[config.mk]
export PLATFORM = sky130hd
export DESIGN_NAME = iic_slave_responder
export DESIGN_NICKNAME = d
export VERILOG_FILES = /design/src/rtl/iic_slave_responder.sv
export SDC_FILE = /design/constraint.sdc
export NUM_CORES = 1
export LEC_CHECK = 0
export ABC_AREA = 1
export CELL_PAD_IN_SITES_DETAIL_PLACEMENT = 0
export CELL_PAD_IN_SITES_GLOBAL_PLACEMENT = 1
export CORE_MARGIN = 5
export CORE_UTILIZATION = 39
export CTS_BUF_LIST = sky130_fd_sc_hd__clkbuf_2
export DETAILED_ROUTE_END_ITERATION = 12
export PLACE_DENSITY = 0.73
export SKIP_CTS_REPAIR_TIMING = 1
export SLEW_MARGIN = 10
export SYNTH_ARGS = -nofsm -noshare
export SYNTH_HDL_FRONTEND = slang
export SYNTH_SLANG_ARGS = --single-unit
[constraint.sdc]
create_clock -name sys_clk -period 2.6 [get_ports sys_clk]
set_clock_uncertainty 0.2 [all_clocks]
set_input_delay 0.26 -clock sys_clk [delete_from_list [all_inputs] [get_ports sys_clk]]
set_output_delay 0.26 -clock sys_clk [all_outputs]
set_load 0.005 [all_outputs]
[src/rtl/iic_slave_responder.sv]
// IIC target that ACKs SLAVE_ADDR, takes a register pointer plus write data,
// and serves auto-incrementing register reads. All logic runs on sys_clk.
module iic_slave_responder #(
  parameter logic [6:0] SLAVE_ADDR = 7'h50,
  parameter int         REG_AW     = 4
) (
  input  logic              sys_clk,
  input  logic              sys_rst,
  input  logic              scl,
  input  logic              sda_in,
  output logic              sda_oe,
  output logic              wr_valid,
  output logic [REG_AW-1:0] wr_addr,
  output logic [7:0]        wr_data,
  output logic              busy
);

  localparam int DEPTH = 2 ** REG_AW;

  typedef enum logic [3:0] {
    IDLE, ADDR, ADDR_ACK, PTR, PTR_ACK, WDATA, WDATA_ACK, RDATA, RDATA_ACK, IGNORE
  } state_t;

  state_t            state_q, state_d;
  logic [2:0]        scl_pipe_q, scl_pipe_d;
  logic [2:0]        sda_pipe_q, sda_pipe_d;
  logic [3:0]        bit_cnt_q, bit_cnt_d;
  logic [7:0]        shift_q, shift_d;
  logic [REG_AW-1:0] ptr_q, ptr_d;
  logic [7:0]        regs_q [DEPTH];
  logic [7:0]        regs_d [DEPTH];
  logic              sda_oe_q, sda_oe_d;
  logic              busy_q, busy_d;
  logic              rw_q, rw_d;
  logic              ack_seen_q, ack_seen_d;
  logic              wr_pend_q, wr_pend_d;
  logic              wr_valid_q, wr_valid_d;
  logic [REG_AW-1:0] wr_addr_q, wr_addr_d;
  logic [7:0]        wr_data_q, wr_data_d;

  logic              scl_s, scl_d, sda_s, sda_d;
  logic              scl_rise, scl_fall, start_det, stop_det;
  logic [7:0]        rx_byte;
  logic [REG_AW-1:0] ptr_inc;

  // Bits [1:0] are the synchronizer, bit 2 is the one-cycle history.
  assign scl_s     = scl_pipe_q[1];
  assign scl_d     = scl_pipe_q[2];
  assign sda_s     = sda_pipe_q[1];
  assign sda_d     = sda_pipe_q[2];
  assign scl_rise  = scl_s & ~scl_d;
  assign scl_fall  = ~scl_s & scl_d;
  assign start_det = scl_s & scl_d & sda_d & ~sda_s;
  assign stop_det  = scl_s & scl_d & ~sda_d & sda_s;

  always_comb begin
    scl_pipe_d = {scl_pipe_q[1:0], scl};
    sda_pipe_d = {sda_pipe_q[1:0], sda_in};
    state_d    = state_q;
    bit_cnt_d  = bit_cnt_q;
    shift_d    = shift_q;
    ptr_d      = ptr_q;
    regs_d     = regs_q;
    sda_oe_d   = sda_oe_q;
    busy_d     = busy_q;
    rw_d       = rw_q;
    ack_seen_d = ack_seen_q;
    wr_pend_d  = 1'b0;
    wr_valid_d = wr_pend_q;
    wr_addr_d  = wr_addr_q;
    wr_data_d  = wr_data_q;
    rx_byte    = {shift_q[6:0], sda_s};
    ptr_inc    = ptr_q + 1'b1;

    if (stop_det) begin
      state_d    = IDLE;
      sda_oe_d   = 1'b0;
      busy_d     = 1'b0;
      bit_cnt_d  = 4'd0;
      ack_seen_d = 1'b0;
    end else if (start_det) begin
      state_d    = ADDR;
      sda_oe_d   = 1'b0;
      bit_cnt_d  = 4'd0;
      shift_d    = 8'd0;
      ack_seen_d = 1'b0;
    end else begin
      case (state_q)
        ADDR, PTR, WDATA: begin
          if (scl_rise) begin
            shift_d   = rx_byte;
            bit_cnt_d = bit_cnt_q + 4'd1;
            if (bit_cnt_q == 4'd7) begin
              bit_cnt_d = 4'd0;
              if (state_q == ADDR) begin
                if (rx_byte[7:1] == SLAVE_ADDR) begin
                  state_d = ADDR_ACK;
                  busy_d  = 1'b1;
                  rw_d    = rx_byte[0];
                end else begin
                  state_d = IGNORE;
                end
              end else if (state_q == PTR) begin
                ptr_d   = rx_byte[REG_AW-1:0];
                state_d = PTR_ACK;
              end else begin
                regs_d[ptr_q] = rx_byte;
                wr_pend_d     = 1'b1;
                wr_addr_d     = ptr_q;
                wr_data_d     = rx_byte;
                ptr_d         = ptr_inc;
                state_d       = WDATA_ACK;
              end
            end
          end
        end
        // sda_oe doubles as the phase flag: low = ACK not yet driven.
        ADDR_ACK, PTR_ACK, WDATA_ACK: begin
          if (scl_fall) begin
            if (!sda_oe_q) begin
              sda_oe_d = 1'b1;
            end else begin
              sda_oe_d  = 1'b0;
              bit_cnt_d = 4'd0;
              if (state_q == ADDR_ACK && rw_q) begin
                state_d  = RDATA;
                shift_d  = regs_q[ptr_q];
                sda_oe_d = ~regs_q[ptr_q][7];
              end else if (state_q == ADDR_ACK) begin
                state_d = PTR;
              end else begin
                state_d = WDATA;
              end
            end
          end
        end
        RDATA: begin
          if (scl_fall) begin
            bit_cnt_d = bit_cnt_q + 4'd1;
            if (bit_cnt_q == 4'd7) begin
              sda_oe_d   = 1'b0;
              bit_cnt_d  = 4'd0;
              ack_seen_d = 1'b0;
              state_d    = RDATA_ACK;
            end else begin
              shift_d  = {shift_q[6:0], 1'b0};
              sda_oe_d = ~shift_q[6];
            end
          end
        end
        RDATA_ACK: begin
          if (!ack_seen_q && scl_rise) begin
            ptr_d = ptr_inc;
            if (!sda_s) begin
              ack_seen_d = 1'b1;
              shift_d    = regs_q[ptr_inc];
            end else begin
              state_d = IGNORE;
            end
          end else if (ack_seen_q && scl_fall) begin
            ack_seen_d = 1'b0;
            bit_cnt_d  = 4'd0;
            sda_oe_d   = ~shift_q[7];
            state_d    = RDATA;
          end
        end
        default: begin
          sda_oe_d = 1'b0;
        end
      endcase
    end
  end

  // Synchronizers reset high to match an idle bus and avoid spurious edges.
  always_ff @(posedge sys_clk) begin
    if (sys_rst) begin
      state_q    <= IDLE;
      scl_pipe_q <= 3'b111;
      sda_pipe_q <= 3'b111;
      bit_cnt_q  <= 4'd0;
      shift_q    <= 8'd0;
      ptr_q      <= '0;
      for (int i = 0; i < DEPTH; i++) regs_q[i] <= 8'd0;
      sda_oe_q   <= 1'b0;
      busy_q     <= 1'b0;
      rw_q       <= 1'b0;
      ack_seen_q <= 1'b0;
      wr_pend_q  <= 1'b0;
      wr_valid_q <= 1'b0;
      wr_addr_q  <= '0;
      wr_data_q  <= 8'd0;
    end else begin
      state_q    <= state_d;
      scl_pipe_q <= scl_pipe_d;
      sda_pipe_q <= sda_pipe_d;
      bit_cnt_q  <= bit_cnt_d;
      shift_q    <= shift_d;
      ptr_q      <= ptr_d;
      regs_q     <= regs_d;
      sda_oe_q   <= sda_oe_d;
      busy_q     <= busy_d;
      rw_q       <= rw_d;
      ack_seen_q <= ack_seen_d;
      wr_pend_q  <= wr_pend_d;
      wr_valid_q <= wr_valid_d;
      wr_addr_q  <= wr_addr_d;
      wr_data_q  <= wr_data_d;
    end
  end

  assign sda_oe   = sda_oe_q;
  assign busy     = busy_q;
  assign wr_valid = wr_valid_q;
  assign wr_addr  = wr_addr_q;
  assign wr_data  = wr_data_q;

endmodule

Yosys cells after proc, flatten, opt, wreduce, memory -nomap -nowiden
Cells that the tools add are included.
{"block": "word_totals", "latchBits": 0, "ff_bits": 172, "mem_bits_rw": 0, "wordCells": 182, "n_memories": 0, "output_inout_bits": 15, "in_bits": 4, "romBits": 0}
{"block": "op_classes", "reduce_logical": 24, "div": 0, "magnitude_cmp": 3, "n_shift": 0, "bitwise": 23, "multipliers": 0, "mux": 64, "addsub": 2, "eq_ne": 35}
{"cell": "$bwmux W128", "count": 1}
{"cell": "$mux W8", "count": 14}
{"cell": "$mux W4", "count": 23}
{"cell": "$bmux W8 S4", "count": 2}
{"cell": "$ne A3 B3 Y1 const B", "count": 13}
{"cell": "$demux W8 S4", "count": 1}
{"cell": "$pmux W4 S4", "count": 2}
{"cell": "$pmux W8 S4", "count": 1}
{"cell": "$reduce_and A7 Y1", "count": 4}
{"cell": "$eq A4 B3 Y1 const B", "count": 5}
{"cell": "$ne A2 B2 Y1 const B", "count": 10}
{"cell": "$reduce_and A9 Y1", "count": 2}
{"cell": "$mux W1", "count": 14}
{"cell": "$not A1 Y1", "count": 14}
{"cell": "$ge A5 B5 Y1 const B", "count": 2}
{"cell": "$not A4 Y5", "count": 2}
{"cell": "$reduce_and A10 Y1", "count": 1}
{"cell": "$reduce_and A5 Y1", "count": 2}
{"cell": "$reduce_or A3 Y1", "count": 3}
{"cell": "$add A4 B1 Y4 const B", "count": 2}
{"cell": "$eq A4 B2 Y1 const B", "count": 2}
{"cell": "$ne A4 B4 Y1 const B", "count": 2}
{"cell": "$pmux W4 S2", "count": 1}
{"cell": "$and A1 B1 Y1", "count": 7}
{"cell": "other kinds (16)", "count": 21}

Logic depth before layout (Yosys ltp)
Gate-level depths: netlist (run 1).
{"block": "logic_depth", "ltp_word": 9, "depth_mapped": 15, "mapped_depth_nobuf": 12}

Least setup slack after synthesis (run 1)
No wires, ideal clock.
{"block": "synth_path", "kind": "register to register", "start": "register ptr_q[1]", "end": "register shift_q[5]", "path_buffers": 4, "required_time_ns": 2.329, "stages_incl_launch_ff": 16, "synth_period_minus_slack_ns": 2.472, "slack_ns": 0.128, "setup_time_ns": 0.071, "arrival_time_ns": 2.201, "path_cell_list": "dfxtp_1 -> buf_2 -> clkinv_1 -> buf_2 -> ha_1 -> clkbuf_1 -> inv_1 -> clkbuf_1 -> nand3_1 -> nand3_1 -> nand3_1 -> nand2_1 -> nand2_1 -> nand3_1 -> nand2_1 -> a21oi_1"}
{"block": "synth_between", "elab_chain_cells": 9, "word_cells_on_any_way": 16, "cone_classes": "add/sub: 1; mux: 13; bitwise: 2"}
{"element": "start: declaration", "line_no": "29", "source": "logic [REG_AW-1:0] ptr_q, ptr_d;"}
{"element": "start signal: assignment", "line_no": "198", "source": "ptr_q <= ptr_d;"}
{"element": "$add A4 B1 Y4 / $not A4 Y5 (equally long branches)", "line_no": "73, 127"}
{"element": "$not A4 Y5 (not written as such) / $bmux W8 S4 (equally long branches)", "line_no": "156, 127"}
{"element": "$bmux W8 S4 / $mux W8 (equally long branches)", "line_no": "156, 127"}
{"element": "$mux W8, on equally long branches", "line_no": "156, 127"}
{"element": "$mux W8, on equally long branches", "line_no": "156, 125"}
{"element": "$mux W8, on equally long branches", "line_no": "154, 120"}
{"element": "$mux W8, on equally long branches", "line_no": "152, 119"}
{"element": "$pmux W8 S4 *", "line_no": "88", "source": "case (state_q)"}
{"element": "$mux W8 *", "line_no": "81", "source": "end else if (start_det) begin"}
{"element": "end signal: assignment", "line_no": "197", "source": "shift_q <= shift_d;"}
{"element": "end: declaration", "line_no": "28", "source": "logic [7:0] shift_q, shift_d;"}
Every way passes the cells marked *; elsewhere a longest branch is shown, timed or not. The select of a mux whose other input is x is not followed.
A chain may end at the register's enable or synchronous reset.

Worst setup path in the final report (run 1)
Ends and elaborated chain as after synthesis.

==> impl_metrics.env, run 1 <==
export IMPL_period_needed_ns=2.35
export IMPL_yosysWarnings=0
export IMPL_first_pass_iters=7
export IMPL_max_stage_delay_ns=0.46
export IMPL_power_switching_uw=4070
export IMPL_die_height_um=165
export IMPL_cts_tree="done"
export IMPL_r2r_setup_slack_ns=0.25
export IMPL_finalWirelength_um=29400
export IMPL_timing_fmax_ghz=0.426
export IMPL_slowest_stage="dfxtp_1"
export IMPL_syn_area_um2=9410
export IMPL_insertion_delay_ns=0.75
export IMPL_placed_cells=1756
export IMPL_grt_antenna_before_repair=1
export IMPL_cts_buffers=17
export IMPL_grt_overflow=0
export IMPL_synth_cells=1482
export IMPL_cp_data_required_time_ns=3.05
export IMPL_htree_levels=4
export IMPL_synth_cell_types=37
export IMPL_grtUsageTotal_pct=21.9
export IMPL_ctsLongestPathBuffers=2
export IMPL_path_cells="clkinv_1 > ha_1 > inv_1 > buf_4 > nand3_1 > nand3_1 > nand3_1 > nand2_1 > nand2_1 > nand3_1 > nand2_1 > a21oi_1"
export IMPL_core_area_um2=23600
export IMPL_total_power_uw=8630
export IMPL_outcome="finished, final reports clean"
export IMPL_rsz0062_at_grt="no"
export IMPL_post_synth_cell_area_avg_um2=6.35
export IMPL_num_rows=56
export IMPL_nNetsFinal=1468
export IMPL_die_w_um=165
export IMPL_slew_violations=0
export IMPL_viasPerCell=5.05
export IMPL_combPwrFrac_pct=49.2
export IMPL_clockPowerShare_pct=18.3
export IMPL_first_global_vias=8123
export IMPL_crit_top_cell="nand3_1"
export IMPL_worstSetupPathType="flop to flop"
export IMPL_cp_arrival_ns=2.80
export IMPL_area_delta_synth_final_pct=7.91
export IMPL_hold_class="flop to flop"
export IMPL_numPortBuffers=18
export IMPL_grt_first_pass_wirelength_um=46600
export IMPL_synth_nets=1491
export IMPL_maxSlewHeadroom_pct=60.5
export IMPL_drc=0
export IMPL_vias=9058
export IMPL_power_density_nw_per_um2=850
export IMPL_cts_sinks=172
export IMPL_timing_final_crit_share_pct=90.3
export IMPL_instances_no_fill=1792
export IMPL_cts_root_buffer="clkbuf_2"
export IMPL_clk_pin_slew_ns=0.28
export IMPL_critical_path_startpoint_type="flop"
export IMPL_tightest_slew_ns=0.593
export IMPL_critPathMaxFanout=16
export IMPL_pin_count=19
export IMPL_drtIter0Drc=858
export IMPL_grt_max_degree=147
export IMPL_seqPwrFrac_pct=32.6
export IMPL_internal_power_uw=4560
export IMPL_ys_ff_latch=172
export IMPL_cap_violations=0
export IMPL_ir_drop_uv=756
export IMPL_hold_viol=0
export IMPL_final_antenna_net_count=0
export IMPL_initial_core_util_pct=39.9
export IMPL_hpwlAfterDp_um=18800
export IMPL_final_setup_tns_ns=0
export IMPL_finalSetupViolCount=0
export IMPL_worst_setup_path_end_kind="flop"
export IMPL_drive_gt1_share_pct=7.54
export IMPL_swShare_pct=47.2
export IMPL_power_leakage_uw=0.00449
export IMPL_place_gp_congestion=0.887
export IMPL_ys_seq_area_share_pct=36.6
export IMPL_wire_per_inst_um=16.4
export IMPL_die_area_um2=27300
[layout make-up]
class	count	area (um^2)
Clock buffer	20	100
Tap cell	319	399
Antenna cell	1	2.50
Multi-Input combinational cell	1035	4820
Timing Repair Buffer	61	586
Clock inverter	12	160
Sequential cell	172	3450
Inverter	172	648
Fill cell	2588	13500
[power groups by stage]
| stage | Sequential (uW) | Clock (uW) | Combinational, uW |
|---|---|---|---|
| after floorplan | 2810 | 0 | 2920 |
| after global placement | 2860 | 0 | 4200 |
| after CTS | 2810 | 1640 | 4220 |
| after detailed placement | 2860 | 0 | 4210 |
| after global routing | 2830 | 1760 | 4690 |
| final | 2810 | 1580 | 4240 |
[final timing paths]
check             startpoint    endpoint  cells past startpoint
setup / recovery    ptr_q[1]  shift_q[5]                     12
hold / removal     wr_pend_q    wr_valid                      2
setup reg to reg    ptr_q[1]  shift_q[5]                     12
hold reg to reg    wr_pend_q    wr_valid                      2
[layer usage]
layer | routed length (um) | global-route usage [%] | vias up
li1 | - | - | 4730
met1 | 14500 | 32.0 | 4080
met2 | 13000 | 34.2 | 231
met3 | 1580 | 3.82 | 17
met4 | 271 | 4.31 | 0
met5 | 0 | 0 | -
[cells in the mapped netlist]
cell      instances  area, um^2
nand2_1         421        1580
nand3_1         190         951
dfxtp_1         172        3440
a21oi_1         163         816
inv_1           163         612
o21ai_0         161         806
clkbuf_1         46         173
buf_2            43         215
nor2_1           34         128
o21ai_1          10        50.1
nand2_2           9        56.3
o211ai_1          9        67.6
buf_6             8        90.1
inv_2             8        30.0
ha_1              5        62.6
nor2_2            5        31.3
or2_2             4        25.0
buf_1             3        11.3
nor2_8            3        60.1
nor3_1            3        15.0
buf_4             2        15.0
nand2_4           2        22.5
nand3_2           2        20.0
nand4_1           2        12.5
nor2_4            2        22.5
a211oi_1          1        7.51
a21oi_2           1        8.76
clkbuf_2          1        5.00
clkinv_1          1        3.75
nand3b_1          1        7.51
nor3_2            1        10.0
nor4_1            1        6.26
o21a_1            1        7.51
o221ai_1          1        8.76
xnor2_1           1        8.76
xor2_1            1        8.76
xor2_2            1        16.3
[flip-flops by register name, summed over array words and instances (netlist names)]
name,cells
wr_addr,4
bit_cnt_q,4
busy,1
ptr_q,4
wr_valid,1
regs_q,128
wr_pend_q,1
ack_seen_q,1
rw_q,1
wr_data,8
shift_q,8
state_q,4
sda_oe,1
scl_pipe_q,3
sda_pipe_q,3
[cell usage in the layout (no fill, tap or decap), drive strengths merged]
cell type / count
ha: 5
o211ai: 9
xor2: 2
clkinvlp: 3
xnor2: 1
o21ai: 171
buf: 40
nand3b: 1
bufinv: 3
diode: 1
nor3: 4
nor4: 1
clkinv: 4
o21a: 1
o221ai: 1
nand3: 192
nor2: 44
or2: 4
dlygate4sd3: 3
clkbuf: 20
nand4: 2
nand2: 432
a211oi: 1
clkdlybuf4s50: 18
a21oi: 164
dfxtp: 172
inv: 174
[logic make-up (layout without fill, tap and decap cells)]
group	after synthesis	count (layout)	share of synthesized area (%)
adders and majority gates	5	5	0.665
AOI/OAI and AO/OA	347	347	18.8
other	0	1	0
buffers and inverters	275	265	12.3
and+or+nand+nor	680	680	31.3
xor gates and xnor gates	3	3	0.359
DFF	172	172	36.6
[worst max-delay path: cells and delay by family (launching register included)]
kind                       cells  cell delay, ns
adders and majority gates      1            0.34
and+or+nand+nor                7            0.68
buffers and inverters          3            0.47
AOI/OAI and AO/OA              1            0.11
DFF                            1            0.46
[metrics by stage]
stage,area [um^2],utilization [%],hold slack [ns],setup WS (ns)
floorplan,9410,-,0.164,0.128
global placement,9870,41.8,0.193,0.411
detailed placement,9870,41.8,0.195,0.383
CTS,10100,42.9,-0.243,0.295
global route,10200,43.0,0.261,0.0519
finish,10200,43.0,0.222,0.252
(Power assumes the default switching activity.)
==> run 2, diff against run 1 <==
--- a/config.mk
+++ b/config.mk
@@ -9,10 +9,10 @@
 export CELL_PAD_IN_SITES_DETAIL_PLACEMENT = 0
 export CELL_PAD_IN_SITES_GLOBAL_PLACEMENT = 1
 export CORE_MARGIN = 5
-export CORE_UTILIZATION = 39
+export CORE_UTILIZATION = 42
 export CTS_BUF_LIST = sky130_fd_sc_hd__clkbuf_2
 export DETAILED_ROUTE_END_ITERATION = 12
-export PLACE_DENSITY = 0.73
+export PLACE_DENSITY = 0.78
 export SKIP_CTS_REPAIR_TIMING = 1
 export SLEW_MARGIN = 10
 export SYNTH_ARGS = -nofsm -noshare
==> run 2 against run 1 <==
Compared with the run above: final area is 1.5% lower; worst hold slack worse by 0.16 ns; count of clock-buffer cells in the layout is 2 lower; global-route usage is 0.73 points higher; via count is 0.46% higher; worst setup slack worse by 0.078 ns; first-iteration DRC count is 11% lower; die area is 6.7% lower; sequential power hardly changed; routed wire length is 1.2% lower; critical endpoint is now regs_q[80]; largest cell class unchanged; largest power group unchanged.
==> impl_metrics.env, run 2 (same netlist as run 1, synthesis figures left out) <==
export IMPL_period_needed_ns=2.43
export IMPL_num_rows=54
export IMPL_finalSetupViolCount=0
export IMPL_place_gp_congestion=0.862
export IMPL_hold_class="primary input to flop"
export IMPL_largest_register_ffs=128
export IMPL_cp_data_required_time_ns=3.05
export IMPL_grt_first_pass_wirelength_um=46500
export IMPL_worstSetupPathType="flop to flop"
export IMPL_top_layer="met4"
export IMPL_cp_num_buf_inv=1
export IMPL_cts_root_buffer="clkbuf_2"
export IMPL_power_switching_uw=4020
export IMPL_pin_count=19
export IMPL_first_global_vias=8569
export IMPL_clk_pin_slew_ns=0.26
export IMPL_cts_sinks=172
export IMPL_critical_path_startpoint_type="flop"
export IMPL_min_delay_path_depth=3
export IMPL_nNetsFinal=1459
export IMPL_final_antenna_net_count=0
export IMPL_die_w_um=160
export IMPL_cts_tree="done"
export IMPL_area_delta_synth_final_pct=6.26
export IMPL_grt_antenna_before_repair=1
export IMPL_outcome="finished, final reports clean"
export IMPL_worst_setup_path_end_kind="flop"
export IMPL_viasPerCell=5.22
export IMPL_insertion_delay_ns=0.76
export IMPL_fin_util_pct=45.6
export IMPL_rsz0062_at_grt="yes"
export IMPL_tightest_slew_ns=0.946
export IMPL_slowest_stage="dfxtp_1"
export IMPL_wl_met3_um=1540
export IMPL_post_place_ws_ns=0.217
export IMPL_clockPowerShare_pct=17.7
export IMPL_hold_viol=0
export IMPL_ctsLongestPathBuffers=2
export IMPL_max_stage_delay_ns=0.43
export IMPL_power_density_nw_per_um2=847
export IMPL_met2_length_um=12900
export IMPL_numPortBuffers=18
export IMPL_maxSlewHeadroom_pct=36.7
export IMPL_slew_violations=0
export IMPL_critPathMaxFanout=16
export IMPL_finalWirelength_um=29000
export IMPL_drive_gt1_share_pct=6.90
export IMPL_die_area_um2=25500
export IMPL_vias=9100
export IMPL_htree_levels=4
export IMPL_drtIter0Drc=763
export IMPL_combPwrFrac_pct=49.1
export IMPL_crit_top_cell="nand2_1"
export IMPL_setup_slack_ns=0.174
export IMPL_critPathTopFamily="simple AND/OR/NAND/NOR gates"
export IMPL_crit_cells=10
export IMPL_grt_overflow=0
export IMPL_met1_length_um=14000
export IMPL_final_cell_mix="nand2_1, nand3_1, dfxtp_1, a21oi_1, inv_1"
export IMPL_cts_buffers=17
export IMPL_timing_fmax_ghz=0.412
export IMPL_grt_max_degree=125
export IMPL_first_pass_iters=7
export IMPL_core_area_um2=22000
export IMPL_drc=0
export IMPL_layout_commonest_cell="nand2_1"
export IMPL_internal_power_uw=4460
export IMPL_ir_drop_uv=474
export IMPL_swShare_pct=47.4
export IMPL_cap_violations=0
export IMPL_power_leakage_uw=0.00445
export IMPL_timing_final_crit_share_pct=93.3
export IMPL_path_cells="ha_1 > nand2_1 > inv_2 > nand2_1 > nor2_2 > nand2_4 > nor2_4 > nand2_1 > o21ai_0 > a21oi_1"
export IMPL_seqPwrFrac_pct=33.2
export IMPL_hpwlAfterDp_um=18800
export IMPL_cp_arrival_ns=2.87
export IMPL_grtUsageTotal_pct=22.7
export IMPL_reg2regPathDepth=10
export IMPL_wire_per_inst_um=16.7
export IMPL_die_height_um=160
export IMPL_regMostFlops="regs_q"
export IMPL_initial_core_util_pct=42.9
[run 2: per-layer routing]
metal  global-route usage (%)  vias to the layer above
li1                         -                     4709
met5                        0                        -
met4                     7.06                        0
met1                     31.8                     4103
met2                     35.4                      248
met3                     4.30                       40
[run 2: worst min-delay path, delay by kind of cell]
kind | cells | cell delay [ns]
buffers and inverters | 2 | 0.64
AO/OA/AOI/OAI | 1 | 0.11
[run 2: per-stage QoR]
stage | instance area [um^2] | total power [uW] | setup TNS, ns | hold slack (ns) | cells
floorplan | 9410 | 5720 | 0 | 0.164 | 1482
detailed placement | 9730 | 6970 | 0 | 0.197 | 1709
global placement | 9730 | 6960 | 0 | 0.195 | 1709
global route | 10000 | 9110 | -0.935 | 0.0114 | 1744
finish | 10000 | 8470 | 0 | 0.0645 | 1744
CTS | 9970 | 8490 | 0 | -0.235 | 1741
[run 2: worst paths after layout]
path | slack, ns | end | start
worst max-delay path | 0.17 | regs_q[80] | bit_cnt_q[0]
worst min-delay path | 0.06 | shift_q[0] | sys_rst
worst max register to register | 0.17 | regs_q[80] | bit_cnt_q[0]
worst min register to register | 0.22 | wr_valid | wr_pend_q
[run 2: area by class of cell]
class                      count  area (um^2)
antenna                        1         2.50
clock buffer                  18         90.1
clock inverter                14          151
fill                        2345        12000
inverter                     172          648
multi-input combinational   1035         4820
sequential                   172         3450
tap                          280          350
timing repair buffer          52          490
[run 2: power groups by stage]
stage,logic [uW],registers (uW),clock network [uW]
after floorplan,2920,2810,0
after global placement,4100,2860,0
after detailed placement,4110,2860,0
after CTS,4120,2810,1560
after global routing,4610,2830,1670
final,4160,2810,1500
